`config.mk`:
```
export PLATFORM = sky130hd
export DESIGN_NAME = hazard_ctrl
export DESIGN_NICKNAME = d
export VERILOG_FILES = /design/src/rtl/hz_pkg.sv /design/src/rtl/hz_sat_cnt.sv /design/src/rtl/hazard_ctrl.sv
export SDC_FILE = /design/constraint.sdc
export NUM_CORES = 1
export LEC_CHECK = 0
export ABC_AREA = 1
export BUFFER_PORTS_ARGS = -buffer_cell sky130_fd_sc_hd__buf_2
export CAP_MARGIN = 20
export CORE_MARGIN = 8
export CORE_UTILIZATION = 55
export CTS_CLUSTER_DIAMETER = 120
export DETAILED_ROUTE_END_ITERATION = 7
export PLACE_DENSITY = 0.82
export SLEW_MARGIN = 30
export SYNTH_ARGS = -nofsm -noshare
export SYNTH_HDL_FRONTEND = slang
export SYNTH_SLANG_ARGS = --single-unit
```
`constraint.sdc`:
```
create_clock -name clk -period 3.64 [get_ports clk]
set_input_delay 0.91 -clock clk [delete_from_list [all_inputs] [get_ports clk]]
set_output_delay 0.91 -clock clk [all_outputs]
set_load 0.02 [all_outputs]
```
`src/rtl/hz_pkg.sv`:
```
// Shared encodings for pipeline-register hazard control and the hazard FSM.
// Used by the hazard unit and by every pipeline register that consumes HzCtrl.
package hz_pkg;

    typedef enum logic [1:0] {
        HZ_NORMAL = 2'b00,
        HZ_FLUSH  = 2'b01,
        HZ_STALL  = 2'b10
    } hz_ctrl_e;

    typedef enum logic {
        ST_RUN    = 1'b0,
        ST_MDBUSY = 1'b1
    } hz_state_e;

    localparam int MDCNT_W = 6;
    localparam int PERF_W  = 16;

    // Load-use: EX load writes a register the ID instruction reads ($0 never hazards).
    function automatic logic is_load_use(
        input logic       mem_rd,
        input logic [4:0] ex_rt,
        input logic [4:0] id_rs,
        input logic [4:0] id_rt,
        input logic       id_uses_rt
    );
        return mem_rd && (ex_rt != 5'd0) &&
               ((ex_rt == id_rs) || (id_uses_rt && (ex_rt == id_rt)));
    endfunction

endpackage

```
`src/rtl/hz_sat_cnt.sv`:
```
// Saturating up-counter with synchronous clear and increment enable.
module hz_sat_cnt #(
    parameter int WIDTH = 16
) (
    input  logic             clk,
    input  logic             i_clr,
    input  logic             i_inc,
    output logic [WIDTH-1:0] o_cnt
);

    logic [WIDTH-1:0] r_cnt;

    always_ff @(posedge clk) begin
        if (i_clr) begin
            r_cnt <= '0;
        end else if (i_inc && (r_cnt != {WIDTH{1'b1}})) begin
            r_cnt <= r_cnt + 1'b1;
        end
    end

    assign o_cnt = r_cnt;

endmodule

```
`src/rtl/hazard_ctrl.sv`:
```
// Pipeline hazard unit: multi-cycle mult/div stall, branch/jump flush,
// load-use stall, plus saturating stall/flush performance counters.
module hazard_ctrl
    import hz_pkg::*;
#(
    parameter int MD_CYCLES = 32
) (
    input  logic        clk,
    input  logic        rst,
    input  logic [4:0]  IF_ID_RsAddr,
    input  logic [4:0]  IF_ID_RtAddr,
    input  logic        IF_ID_UsesRt,
    input  logic        ID_EX_MemRd,
    input  logic [4:0]  ID_EX_RtAddr,
    input  logic        ID_Jump,
    input  logic        EX_BranchTaken,
    input  logic        EX_MDStart,
    output logic        PCWr,
    output logic [1:0]  IF_ID_HzCtrl,
    output logic [1:0]  ID_EX_HzCtrl,
    output logic [1:0]  EX_MEM_HzCtrl,
    output logic        MDBusy,
    output logic [15:0] StallCnt,
    output logic [15:0] FlushCnt
);

    localparam logic [MDCNT_W-1:0] MD_LOAD = MDCNT_W'(MD_CYCLES - 2);

    hz_state_e          r_state;
    logic [MDCNT_W-1:0] r_md_cnt;

    logic     w_load_use;
    logic     w_md_stall;
    logic     w_pc_wr;
    hz_ctrl_e w_if_id;
    hz_ctrl_e w_id_ex;
    hz_ctrl_e w_ex_mem;
    logic     w_stall_evt;
    logic     w_flush_evt;

    assign w_load_use = is_load_use(ID_EX_MemRd, ID_EX_RtAddr, IF_ID_RsAddr,
                                    IF_ID_RtAddr, IF_ID_UsesRt);
    assign w_md_stall = (r_state == ST_MDBUSY) || EX_MDStart;

    // Priority chain; a branch beats load-use so the loaded-over instruction is flushed.
    always_comb begin
        w_pc_wr  = 1'b1;
        w_if_id  = HZ_NORMAL;
        w_id_ex  = HZ_NORMAL;
        w_ex_mem = HZ_NORMAL;
        if (rst) begin
            w_pc_wr  = 1'b0;
            w_if_id  = HZ_FLUSH;
            w_id_ex  = HZ_FLUSH;
            w_ex_mem = HZ_FLUSH;
        end else if (w_md_stall) begin
            w_pc_wr  = 1'b0;
            w_if_id  = HZ_STALL;
            w_id_ex  = HZ_STALL;
            w_ex_mem = HZ_FLUSH;
        end else if (EX_BranchTaken) begin
            w_if_id  = HZ_FLUSH;
            w_id_ex  = HZ_FLUSH;
        end else if (w_load_use) begin
            w_pc_wr  = 1'b0;
            w_if_id  = HZ_STALL;
            w_id_ex  = HZ_FLUSH;
        end else if (ID_Jump) begin
            w_if_id  = HZ_FLUSH;
        end
    end

    always_ff @(posedge clk) begin
        if (rst) begin
            r_state  <= ST_RUN;
            r_md_cnt <= '0;
        end else begin
            case (r_state)
                ST_RUN: begin
                    if (EX_MDStart) begin
                        r_state  <= ST_MDBUSY;
                        r_md_cnt <= MD_LOAD;
                    end
                end
                ST_MDBUSY: begin
                    if (r_md_cnt == '0) begin
                        r_state <= ST_RUN;
                    end else begin
                        r_md_cnt <= r_md_cnt - 1'b1;
                    end
                end
                default: begin
                    r_state  <= ST_RUN;
                    r_md_cnt <= '0;
                end
            endcase
        end
    end

    assign w_stall_evt = !w_pc_wr;
    assign w_flush_evt = (r_state != ST_MDBUSY) &&
                         ((w_if_id == HZ_FLUSH) || (w_id_ex == HZ_FLUSH) ||
                          (w_ex_mem == HZ_FLUSH));

    hz_sat_cnt #(.WIDTH(PERF_W)) u_stall_cnt (
        .clk   (clk),
        .i_clr (rst),
        .i_inc (w_stall_evt),
        .o_cnt (StallCnt)
    );

    hz_sat_cnt #(.WIDTH(PERF_W)) u_flush_cnt (
        .clk   (clk),
        .i_clr (rst),
        .i_inc (w_flush_evt),
        .o_cnt (FlushCnt)
    );

    assign PCWr          = w_pc_wr;
    assign IF_ID_HzCtrl  = w_if_id;
    assign ID_EX_HzCtrl  = w_id_ex;
    assign EX_MEM_HzCtrl = w_ex_mem;
    assign MDBusy        = (r_state == ST_MDBUSY);

endmodule

```
==> summary.txt <==
CTS buffer count: 5
IO buf count: 60
Seq/Total Area, Yosys: 30.9%
RSZ-0062 raised after global routing: no
fin nets: 460
Area Growth Syn to Fin: 16.2%
kind of critical path: input pin to output pin
crit share post-route: 77.0%
top cell type's share of synthesized area: 30.9%
critical path capture point type: output pin
initial antenna violation count: 0
Cell Pwr Density: 341 nW/um^2
M1 GR Usage: 18.4%
largest net degree at the start of global routing: 36
synthesized instance count: 377
Unique masters post-synth: 34
Final Util: 67.0%
Routed WL per cell: 12.4 microns
crit path time final: 2.80 ns
Total GRT Usage: 16.8%
Post-Synth Simple-Gate Area: 36.7%
max_cap viols: 0
DR pass1 iterations: 4
Rows: 24
core area: 4380 sq um
post-detail-place hpwl: 4.48 mm
critical path peak fanout: 4
CTS tree: built
Compound-Gate Fraction of Synth Area: 11.0%
DRT iter0 DRCs: 154
antenna viol nets, final: 0
Top Ports: 62
main combinational cell family by area after synthesis: simple AND/OR/NAND/NOR gates
Synth top cells by count: nand2_1 (92), dfxtp_1 (39), inv_1 (38), nor2_1 (36), nand3_1 (33)
Netlist Area Pre-Place: 2530 sq um
DR vias: 2523
xor-xnor portion of the synthesized cell area: 9.70%
H-tree lvl count: 2
Finished Cell Area: 2940 sq um
Crit-path slowest cell: nor3_1
Top Usage Layer GRT: met2
Synth area leaders: dfxtp_1 (31%), nand2_1 (14%), nand3_1 (6.5%)
status: complete, no violations
synthesized net count: 402
clk_skew: 0.00383 ns
async set-reset flop share out of synthesis: 0%
met2 Usage GRT: 29.6%
routing usage on met3: 4.49%
Crit path required time: 2.73 ns
Remaining DRCs: 0
vias in the first global route: 2383
layout cell share with drive strength beyond 1: 24.8%
Final setup viols: 0
clk_lat worst skew: 0.30 ns
fillers: 393
number of clock sinks: 39
Max Root-Sink Buffers: 2
Post-DP Area: 2830 sq um
worst path cell trace: buf_2 > nor3_1 > nand3_1 > nand2_1 > inv_2 > nand3_1 > nand3_2 > inv_1 > buf_2
Max stage delay on crit path: 0.21 ns
Die Y: 83.8 microns
Synth Warn #: 0
CTS root buf: clkbuf_8
Post-Route WL: 6.05 mm
gr ovfl total: 0
final hold violations: 0
Setup Fix Bufs, Post-CTS: 0
Clock transition at path regs: 0.08 ns
number of synthesized flops with an enable pin: 0
ys flop type: dfxtp_1
Die Footprint: 7020 sq um
mux share of post-synthesis cell area: 0%
hold-fix buffers at CTS: 0
count leader, synth: nand2_1
#FFs+latches synth: 39
Critical Path AT: 1.89 ns
GPL Wtd Cong: 0.890
global-route wire length before repair: 10.2 mm
Leakage Power: 1.32 nW
Ant. Diodes: 0
Die W: 83.8 microns
Mean Syn Cell Area: 6.71 sq um
post-CTS sizing: 0
Critical Path Start Type: input pin
maximum VDD drop: 0.000275 V
pins over their slew limit: 0
f_max: 0.357 GHz
via/cell ratio: 5.17
cell taking the most area after synthesis: dfxtp_1
Starting Density: 57.7%
post-synthesis adder-cell area fraction: 1.48%
Sum Neg Setup Slack: 0 ns
HP Class: flip-flop to flip-flop
==> cell families after synthesis <==
kind of cell,Yosys count
other cells,1
compound gates,46
simple gates,202
xor+xnor,28
flops,39
buf+inv,58
fa+ha+maj,3
==> routing by layer <==
metal,vias to the layer above,share of wire (%)
li1,1321,-
met4,0,1.4
met3,8,5.3
met5,-,0
met1,1143,44
met2,51,49
==> through the flow <==
| step | cells | setup slack [ns] | power, mW | hold slack, ns |
|---|---|---|---|---|
| 5_1_grt | 488 | 0.672 | 1.06 | 0.482 |
| 4_1_cts | 488 | 0.832 | 1.01 | 0.461 |
| 3_3_place_gp | 480 | 0.857 | 0.641 | 0.438 |
| 3_5_place_dp | 480 | 0.839 | 0.645 | 0.449 |
| 2_1_floorplan | 377 | 0.957 | 0.601 | 0.422 |
| 6_report | 488 | 0.838 | 1.00 | 0.457 |
==> sequential cells by signal, indices dropped and copies added, names as in the netlist <==
| signal | count |
|---|---|
| u_flush_cnt.o_cnt | 16 |
| u_stall_cnt.o_cnt | 16 |
| r_md_cnt | 6 |
| MDBusy | 1 |
==> layout make-up <==
cell class / instances / area (sq um) / share of cell area [%]
Timing Repair Buffer: 61 / 308 / 10.5
Tap cell: 52 / 65.1 / 2.21
Inverter: 48 / 180 / 6.13
Multi-Input combinational cell: 280 / 1490 / 50.8
Clock inverter: 3 / 43.8 / 1.49
Sequential cell: 39 / 781 / 26.6
Clock buffer: 5 / 68.8 / 2.34
==> worst max-delay path: cells and delay by family <==
kind,cells,cell delay (ns)
buffers and inverters,4,0.37
and+or+nand+nor,5,0.60
==> path summary, 6_finish.rpt <==
check / endpoint / startpoint / cells past startpoint / slack [ns]
setup reg to reg: u_stall_cnt.o_cnt[2]$_SDFFE_PP0P_ / u_stall_cnt.o_cnt[0]$_SDFFE_PP0P_ / 10 / 1.67
setup / recovery: IF_ID_HzCtrl[0] / ID_EX_RtAddr[2] / 9 / 0.84
hold / removal: r_md_cnt[0]$_SDFFE_PP0P_ / r_md_cnt[0]$_SDFFE_PP0P_ / 1 / 0.46
hold reg to reg: r_md_cnt[0]$_SDFFE_PP0P_ / r_md_cnt[0]$_SDFFE_PP0P_ / 1 / 0.46
==> report_power, final <==
| part | leakage (nW) | switching [mW] | internal (mW) |
|---|---|---|---|
| clock network | 0.0581 | 0.163 | 0.204 |
| registers | 0.317 | 0.0182 | 0.444 |
| logic | 0.945 | 0.115 | 0.0581 |
==> cells in the final DEF (no fill, tap or decap), drive strengths merged <==
cell / Yosys / final
xnor2: 11 / 11
o211ai: 1 / 1
dfxtp: 39 / 39
o21ai: 6 / 6
clkbuf: 3 / 5
ha: 3 / 3
clkinv: 1 / 3
nand3b: 2 / 2
inv: 47 / 47
nand2: 107 / 107
xor2: 17 / 17
bufinv: 0 / 1
nor2: 39 / 39
a31oi: 3 / 3
conb: 1 / 1
nor4: 1 / 1
a21oi: 35 / 35
buf: 7 / 61
nand3: 34 / 34
nand4: 8 / 8
a221oi: 1 / 1
nor3: 11 / 11
Power figures use the tool's default switching activity.
